### src/rtl/neuron_mac_accum_if.sv
// Valid/ready bundle between the MAC accumulator and its neighbours.
// master drives operands and out_ready; slave is the accumulator.
interface neuron_mac_accum_if #(
    parameter int DATA_WIDTH = 16
);
    logic                  in_valid;
    logic                  in_ready;
    logic [DATA_WIDTH-1:0] x_in;
    logic [DATA_WIDTH-1:0] w_in;
    logic [DATA_WIDTH-1:0] bias_in;
    logic [DATA_WIDTH-1:0] y_out;
    logic                  out_valid;
    logic                  out_ready;
    logic                  sat_out;

    modport master (
        output in_valid, x_in, w_in, bias_in, out_ready,
        input  in_ready, y_out, out_valid, sat_out
    );

    modport slave (
        input  in_valid, x_in, w_in, bias_in, out_ready,
        output in_ready, y_out, out_valid, sat_out
    );
endinterface

### src/rtl/neuron_mac_accum.sv
// Q8.8 dot product + bias, rounded and saturated, feeding the sigmoid stage.
// Define NEURON_MAC_PIPE_EN to register the product (adds one DRAIN cycle).
module neuron_mac_accum #(
    parameter int DATA_WIDTH  = 16,
    parameter int FRACT_WIDTH = 8,
    parameter int NUM_INPUTS  = 16,
    parameter int ACC_WIDTH   = 40
) (
    input logic               clk,
    input logic               reset,
    neuron_mac_accum_if.slave bus
);
    localparam int DW = DATA_WIDTH;
    localparam int FW = FRACT_WIDTH;
    localparam int AW = ACC_WIDTH;
    localparam int PW = 2 * DATA_WIDTH;
    localparam int CW = $clog2(NUM_INPUTS + 1);

    localparam logic signed [AW-1:0] HALF =
        AW'(1) << (FW - 1);
    localparam logic signed [AW-1:0] YMAX =
        {{(AW-DW+1){1'b0}}, {(DW-1){1'b1}}};
    localparam logic signed [AW-1:0] YMIN =
        {{(AW-DW+1){1'b1}}, {(DW-1){1'b0}}};

    generate
        if (NUM_INPUTS < 1 || NUM_INPUTS > 256) begin : g_bad_n
            $error("NUM_INPUTS out of range");
        end
        if (ACC_WIDTH < 2 * DATA_WIDTH + 8) begin : g_bad_acc
            $error("ACC_WIDTH too narrow");
        end
    endgenerate

    typedef enum logic [2:0] {
        S_IDLE,
        S_ACCUM,
        S_DRAIN,
        S_FINAL,
        S_OUT
    } state_t;

`ifdef NEURON_MAC_PIPE_EN
    localparam state_t S_LAST = S_DRAIN;
`else
    localparam state_t S_LAST = S_FINAL;
`endif

    state_t state;
    state_t state_nx;

    logic signed [AW-1:0] acc;
    logic [CW-1:0]        cnt;
    logic [DW-1:0]        y_q;
    logic                 sat_q;

    logic                 beat;
    logic                 last_beat;
    logic signed [PW-1:0] prod;
    logic signed [AW-1:0] prod_ext;
    logic signed [AW-1:0] bias_al;
    logic signed [AW-1:0] rnd;
    logic signed [AW-1:0] r;
    logic [DW-1:0]        y_nx;
    logic                 sat_nx;

`ifdef NEURON_MAC_PIPE_EN
    logic signed [AW-1:0] prod_q;
    logic                 prod_v;
`endif

    assign prod     = $signed(bus.x_in) * $signed(bus.w_in);
    assign prod_ext = {{(AW-PW){prod[PW-1]}}, prod};
    assign bias_al  = {{(AW-DW-FW){bus.bias_in[DW-1]}},
                       bus.bias_in, {FW{1'b0}}};
    assign beat     = bus.in_valid & bus.in_ready;

    always_comb begin
        last_beat = 1'b0;
        if (state == S_IDLE) begin
            last_beat = (NUM_INPUTS == 1);
        end else if (state == S_ACCUM) begin
            last_beat = (cnt == CW'(NUM_INPUTS - 1));
        end
    end

    // State register
    always_ff @(posedge clk) begin
        if (reset) begin
            state <= S_IDLE;
        end else begin
            state <= state_nx;
        end
    end

    // Next-state logic
    always_comb begin
        state_nx = state;
        unique case (state)
            S_IDLE, S_ACCUM: begin
                if (beat) begin
                    state_nx = last_beat ? S_LAST : S_ACCUM;
                end
            end
            S_DRAIN: state_nx = S_FINAL;
            S_FINAL: state_nx = S_OUT;
            S_OUT: begin
                if (bus.out_ready) begin
                    state_nx = S_IDLE;
                end
            end
            default: state_nx = S_IDLE;
        endcase
    end

    // Handshake outputs
    always_comb begin
        bus.in_ready  = 1'b0;
        bus.out_valid = 1'b0;
        unique case (state)
            S_IDLE, S_ACCUM: bus.in_ready = ~reset;
            S_OUT:           bus.out_valid = ~reset;
            default: ;
        endcase
    end

    assign bus.y_out   = y_q;
    assign bus.sat_out = sat_q;

    // Round half toward +inf, then clip to the Q8.8 range
    always_comb begin
        rnd    = acc + HALF;
        r      = rnd >>> FW;
        y_nx   = r[DW-1:0];
        sat_nx = 1'b0;
        if (r > YMAX) begin
            y_nx   = {1'b0, {(DW-1){1'b1}}};
            sat_nx = 1'b1;
        end else if (r < YMIN) begin
            y_nx   = {1'b1, {(DW-1){1'b0}}};
            sat_nx = 1'b1;
        end
    end

    always_ff @(posedge clk) begin
        if (reset) begin
            acc    <= '0;
            cnt    <= '0;
            y_q    <= '0;
            sat_q  <= 1'b0;
`ifdef NEURON_MAC_PIPE_EN
            prod_q <= '0;
            prod_v <= 1'b0;
`endif
        end else begin
`ifdef NEURON_MAC_PIPE_EN
            prod_v <= beat;
            if (beat) begin
                prod_q <= prod_ext;
            end
            if (beat && state == S_IDLE) begin
                acc <= bias_al;
                cnt <= CW'(1);
            end else begin
                if (prod_v) begin
                    acc <= acc + prod_q;
                end
                if (beat) begin
                    cnt <= cnt + 1'b1;
                end
            end
`else
            if (beat) begin
                if (state == S_IDLE) begin
                    acc <= bias_al + prod_ext;
                    cnt <= CW'(1);
                end else begin
                    acc <= acc + prod_ext;
                    cnt <= cnt + 1'b1;
                end
            end
`endif
            if (state == S_FINAL) begin
                y_q   <= y_nx;
                sat_q <= sat_nx;
            end
        end
    end
endmodule

### src/flat_wrapper.sv
// flat-port wrapper written by rule: the top's interface ports become plain ports
module neuron_mac_accum_flat 
#(
    parameter int DATA_WIDTH  = 16,
    parameter int FRACT_WIDTH = 8,
    parameter int NUM_INPUTS  = 16,
    parameter int ACC_WIDTH   = 40
)
  (clk, reset, bus_in_valid, bus_x_in, bus_w_in, bus_bias_in, bus_out_ready, bus_in_ready, bus_y_out, bus_out_valid, bus_sat_out);
  neuron_mac_accum_if #(.DATA_WIDTH(DATA_WIDTH)) bus_i ();
  input logic clk;
  input logic reset;
  input wire logic [$bits(bus_i.in_valid)-1:0] bus_in_valid;
  input wire logic [$bits(bus_i.x_in)-1:0] bus_x_in;
  input wire logic [$bits(bus_i.w_in)-1:0] bus_w_in;
  input wire logic [$bits(bus_i.bias_in)-1:0] bus_bias_in;
  input wire logic [$bits(bus_i.out_ready)-1:0] bus_out_ready;
  output wire logic [$bits(bus_i.in_ready)-1:0] bus_in_ready;
  output wire logic [$bits(bus_i.y_out)-1:0] bus_y_out;
  output wire logic [$bits(bus_i.out_valid)-1:0] bus_out_valid;
  output wire logic [$bits(bus_i.sat_out)-1:0] bus_sat_out;
  assign bus_i.in_valid = bus_in_valid;
  assign bus_i.x_in = bus_x_in;
  assign bus_i.w_in = bus_w_in;
  assign bus_i.bias_in = bus_bias_in;
  assign bus_i.out_ready = bus_out_ready;
  assign bus_in_ready = bus_i.in_ready;
  assign bus_y_out = bus_i.y_out;
  assign bus_out_valid = bus_i.out_valid;
  assign bus_sat_out = bus_i.sat_out;
  neuron_mac_accum #(.DATA_WIDTH(DATA_WIDTH), .FRACT_WIDTH(FRACT_WIDTH), .NUM_INPUTS(NUM_INPUTS), .ACC_WIDTH(ACC_WIDTH)) u_core (.clk(clk), .reset(reset), .bus(bus_i));
endmodule
### config.mk
export PLATFORM = sky130hd
export DESIGN_NAME = neuron_mac_accum_flat
export DESIGN_NICKNAME = d
export VERILOG_FILES = /design/src/rtl/neuron_mac_accum_if.sv /design/src/rtl/neuron_mac_accum.sv /design/src/flat_wrapper.sv
export SDC_FILE = /design/constraint.sdc
export NUM_CORES = 1
export LEC_CHECK = 0
export BUFFER_PORTS_ARGS = -buffer_cell sky130_fd_sc_hd__buf_2
export CELL_PAD_IN_SITES_DETAIL_PLACEMENT = 1
export CELL_PAD_IN_SITES_GLOBAL_PLACEMENT = 2
export CORE_MARGIN = 2
export CORE_UTILIZATION = 35
export CTS_CLUSTER_SIZE = 24
export DETAILED_ROUTE_END_ITERATION = 10
export PLACE_DENSITY_LB_ADDON = 0.1
export SLEW_MARGIN = 20
export SYNTH_ARGS = -nofsm -noshare
export SYNTH_HDL_FRONTEND = slang
export SYNTH_SLANG_ARGS = --single-unit
### constraint.sdc
create_clock -name clk -period 19.5 [get_ports clk]
set_clock_uncertainty 0.15 [all_clocks]
set_input_delay 0.975 -clock clk [delete_from_list [all_inputs] [get_ports clk]]
set_output_delay 0.975 -clock clk [all_outputs]
set_load 0.02 [all_outputs]
## Yosys cells after proc, flatten, opt, wreduce, memory -nomap -nowiden

Index checks and enable logic that the tools add are counted.

- Register bits after elaboration: 65
- Input port bits: 52
- Word-level logic and storage cells: 38

- $add $sub $neg: 4
- Multiply operators: 1
- Order comparisons: 2
- Equal/unequal tests: 7
- Multiplexer cells: 14
- Bitwise logic cells: 2
- Reduce and logical (&&, ||, !) cells: 3

Operators with widths:

| cell | number |
|---|---|
| adder 40 x 32 -> 40 bit | 1 |
| adder 40 x 9 -> 40 bit, second input constant | 1 |
| 2-to-1 mux 40 bit | 1 |
| adder 24 x 32 -> 33 bit | 1 |
| > comparator 32 x 16 -> 1 bit, second input constant | 1 |
| < comparator 32 x 16 -> 1 bit, second input constant | 1 |
| multiplier 16 x 16 -> 32 bit | 1 |
| 2-to-1 mux 16 bit | 2 |
| case mux 3 bit (4 select lines) | 1 |
| == test 3 x 2 -> 1 bit, second input constant | 2 |
| 2-to-1 mux 1 bit | 6 |
| 2-to-1 mux 3 bit | 2 |
| adder 5 x 1 -> 5 bit, second input constant | 1 |
| == test 5 x 4 -> 1 bit, second input constant | 1 |
| 2-to-1 mux 5 bit | 1 |
| == test 3 x 1 -> 1 bit, second input constant | 1 |
| == test 3 bit, second input constant | 1 |
| zero test 3 bit | 1 |
| 2-to-1 mux 2 bit | 1 |
| inequality test 2 x 1 -> 1 bit, second input constant | 1 |
| inequality test 2 bit, second input constant | 1 |
| AND reduction 2 bit | 1 |
| OR reduction 2 bit | 1 |
| AND 1 bit | 1 |
| inverter 1 bit | 1 |

## Depth between registers and ports, before layout

- Depth after elaboration: 6
- Depth in mapped cells: 37
- Mapped depth without buffers: 35

## Worst setup path before layout

OpenSTA, ideal clock, no wires.

- Path type: input to register
- Start: input port bus_x_in[15]
- End: register u_core.acc[39]
- Data arrival time: 9.030 ns
- Path slack: 10.248 ns
- Cell stages on the path: 30
- Path through: clkbuf_1 nand2_1 fa_1 inv_1 fa_1 fa_1 fa_1 fa_1 inv_1 fa_1 inv_1 ha_1 and2_1 a221oi_1 and3_1 o211ai_1 a31o_2 a221o_1 a21oi_1 xnor2_1 ha_1 nor2b_1 o21ai_0 a211o_1 a21boi_0 o31ai_1 xnor2_1 xnor3_1 nor2_1 a2bb2oi_1

- Cells in the longest elaborated chain, start to end: 3
- Elaborated cells on any way between the ends: 4
- Classes of those cells: 2 x add/sub; 1 x mul; 1 x mux

Ends and longest elaborated chain:

| what | RTL line | text |
|---|---|---|
| from (decl) | flat_wrapper.sv:14 | `input wire logic [$bits(bus_i.x_in)-1:0] bus_x_in;` |
| multiplier 16 x 16 -> 32 bit * | neuron_mac_accum.sv:72 | `assign prod = $signed(bus.x_in) * $signed(bus.w_in);` |
| adder 40 x 32 -> 40 bit / adder 24 x 32 -> 33 bit (equally long branches) | neuron_mac_accum.sv:178, neuron_mac_accum.sv:175 |  |
| 2-to-1 mux 40 bit * | neuron_mac_accum.sv:174 | `if (state == S_IDLE) begin` |
| to (signal assigned) | neuron_mac_accum.sv:175 | `acc <= bias_al + prod_ext;` |
| to (signal assigned) | neuron_mac_accum.sv:178 | `acc <= acc + prod_ext;` |
| to (decl) | neuron_mac_accum.sv:52 | `logic signed [AW-1:0] acc;` |

Mark *: on every way between the ends. The rest lies on a longest branch, timed or not.
A chain may end at the register's enable or synchronous reset.

## Worst setup path in the final report

Same ends and word-level chain as after synthesis.

==> results_dict.tcl <==
set metrics [dict create \
    status "finished, final reports clean" \
    critical-path-top-delay-family "adder cells" \
    required_ns 19.62 \
    io_buffers 70 \
    grt_pass1_wl_um 76500 \
    grt_use_total 0.201 \
    antenna_cells 0 \
    post_cts_buffers 0 \
    fmax_mhz 99.8 \
    initial_core_util 0.357 \
    top_usage_layer "met2" \
    slowest_stage "fa_1" \
    fin_nets 2431 \
    period_share 0.514 \
    drive_above_1_share 0.0574 \
    clkTransAtPathRegs_ns 0.06 \
    core_um2 45600 \
    drt_wl_total_um 46800 \
    dieArea_um2 48200 \
    ant_nets 0 \
    final.setup.tns_ns 0 \
    clk_path_buf_depth 2 \
    routabilityCongestion 0.812 \
    cp.arrival_ns 10.14 \
    cts_resized 0 \
    reg2reg_slack_ns 15.77 \
    crit_top_cell "fa_1" \
    finalSetupViolCount 0 \
    crit_fanout 16 \
    critPathCaptureType "flip-flop" \
    hold_buffers 0 \
    wire_per_inst_um 18.2 \
    cts_tree "built" \
    grt-ovfl-total 0 \
    async_flop_share 0 \
    grt_max_degree 42 \
    ctsRootBufferMaster "clkbuf_16" \
    yosysSeqAreaShare 0.0800 \
    endpoint "u_core.acc[39]$_SDFFE_PP0P_" \
    final_common_cell "inv_1" \
    layout_common_cells "345 x inv_1, 264 x fa_1, 190 x nand2_1, 150 x ha_1, 133 x and2_1" \
    tightestPinTransition_ns 0.921 \
    reg2reg_to "u_core.bus.y_out[0]$_SDFFE_PP0P_" \
    slew-limit-headroom 0.382 \
    die_w_um 220 \
    hold_violations 0 \
    critical_path_depth 30 \
    num_rows 78 \
    grt_use_met2 0.354 \
    dp_slack_ns 9.09 \
    insertion_delay_ns 0.34 \
    crit_type "in -> reg" \
    ys_warn_count 0 \
    rsz0062_at_grt "no" \
    timing.final.ws_setup_ns 9.48 \
    synth_area_per_cell_um2 8.37 \
    finalNonFillerCells 2570 \
    synth_seq_cells 65 \
    hp-class "reg -> reg" \
    maxCapViolCount 0 \
    io_pins 71 \
    r2r.worst_path.cells 10 \
    worst_setup_path_start_kind "input port" \
    first_pass_iters 5 \
    crit_buf_inv 4 \
    min_period_ns 10.02 \
    synth_edf_count 0 \
    grt_pass1_vias 14000 \
    clock_sinks 65 \
    hpwl_um 38500 \
    maxSlewViolCount 0 \
    whs_ns 0.316 \
    drc_errors 0 \
    syn-num-nets 2409 \
    dpl.cell_count 2554 \
    drtIter0Drc 503 \
    syn2layout_area_growth_pct 7.33 \
    cp_slowest_stage_delay_ns 0.99 \
    worstReg2RegStart "u_core.acc[17]$_SDFFE_PP0P_" \
    ys_types 67 \
    syn_inst 1943 \
    numCtsBuffers 9 \
    viasPerCell 5.10 \
    grt_use_met3 0.0149 \
    dieHeight_um 220 \
    syn-cell-area_um2 16300 \
    use_met1 0.280 \
    htree_levels 3 \
    crit_start "bus_x_in[15]" \
    vias 13100 \
    antenna_found_initial 0 \
    synth_flop_cell "dfxtp_1" \
]
[routing by layer]
metal | up-vias | share of wire
li1 | 6321 | -
met1 | 6680 | 0.48
met2 | 89 | 0.50
met3 | 21 | 0.013
met4 | 0 | 0.0062
met5 | - | 0
[Yosys cell counts (9+ instances only)]
cell	number	area, um^2
a211oi_1	22	165
a21o_1	36	270
a21oi_1	116	581
a31oi_1	15	93.8
and2_1	133	832
and3_1	20	125
clkbuf_1	60	225
dfxtp_1	65	1300
fa_1	264	5290
ha_1	150	1880
inv_1	345	1290
nand2_1	190	713
nand2b_1	13	81.3
nand3_1	39	195
nand4_1	10	62.6
nor2_1	100	375
nor3_1	23	115
o211ai_1	9	67.6
o21a_1	10	75.1
o21ai_0	70	350
o21bai_1	17	128
o221a_1	10	113
xnor2_1	75	657
xor2_1	37	324
[metrics by stage]
| step | cell area, um^2 | util |
|---|---|---|
| finish | 17500 | 0.383 |
| global route | 17500 | 0.383 |
| CTS | 17500 | 0.383 |
| detailed placement | 17200 | 0.377 |
| global placement | 17200 | 0.377 |
| floorplan | 16300 | - |
[sequential cells by signal, summed over array words and instances (netlist names)]
| name | cells |
|---|---|
| u_core.acc | 40 |
| u_core.state | 3 |
| u_core.cnt | 5 |
| u_core.bus.sat_out | 1 |
| u_core.bus.y_out | 16 |
[cell type report]
cell class                 instances  area, um^2
tap                              600         751
fill                            5460       28100
sequential                        65        1300
inverter                         346        1300
clock buffer                      11         253
multi-input combinational       1466       13400
clock inverter                     5        37.5
timing repair buffer              77         403
[kinds of logic after synthesis]
group | after synthesis | synth area share
simple gates | 570 | 0.175
buf+inv | 412 | 0.0956
xor+xnor | 113 | 0.0617
flops | 65 | 0.0800
compound gates | 366 | 0.146
fa+ha+maj | 414 | 0.440
mux | 3 | 0.00185
[how the worst min path moves through the flow]
| stage | startpoint | end | slack, ns | cells after the start |
|---|---|---|---|---|
| after CTS | u_core.acc[2]$_SDFFE_PP0P_ | u_core.acc[2]$_SDFFE_PP0P_ | 0.32 | 2 |
| after detailed placement | u_core.acc[2]$_SDFFE_PP0P_ | u_core.acc[2]$_SDFFE_PP0P_ | 0.31 | 2 |
| after floorplan | u_core.acc[2]$_SDFFE_PP0P_ | u_core.acc[2]$_SDFFE_PP0P_ | 0.29 | 2 |
| final | u_core.acc[2]$_SDFFE_PP0P_ | u_core.acc[2]$_SDFFE_PP0P_ | 0.32 | 2 |
| after global routing | u_core.cnt[1]$_SDFFE_PP0P_ | u_core.cnt[1]$_SDFFE_PP0P_ | 0.34 | 2 |
| after global placement | u_core.acc[2]$_SDFFE_PP0P_ | u_core.acc[2]$_SDFFE_PP0P_ | 0.30 | 2 |
[tightest hold or removal path, cell delays in order (launching register included)]
cell and delay (ns):
dfxtp_1 0.32, nand2_1 0.05, a21oi_1 0.05
Power is left out: the tool's default activity adds up to more than one toggle a clock period on the data nets, which glitch-free logic cannot reach.
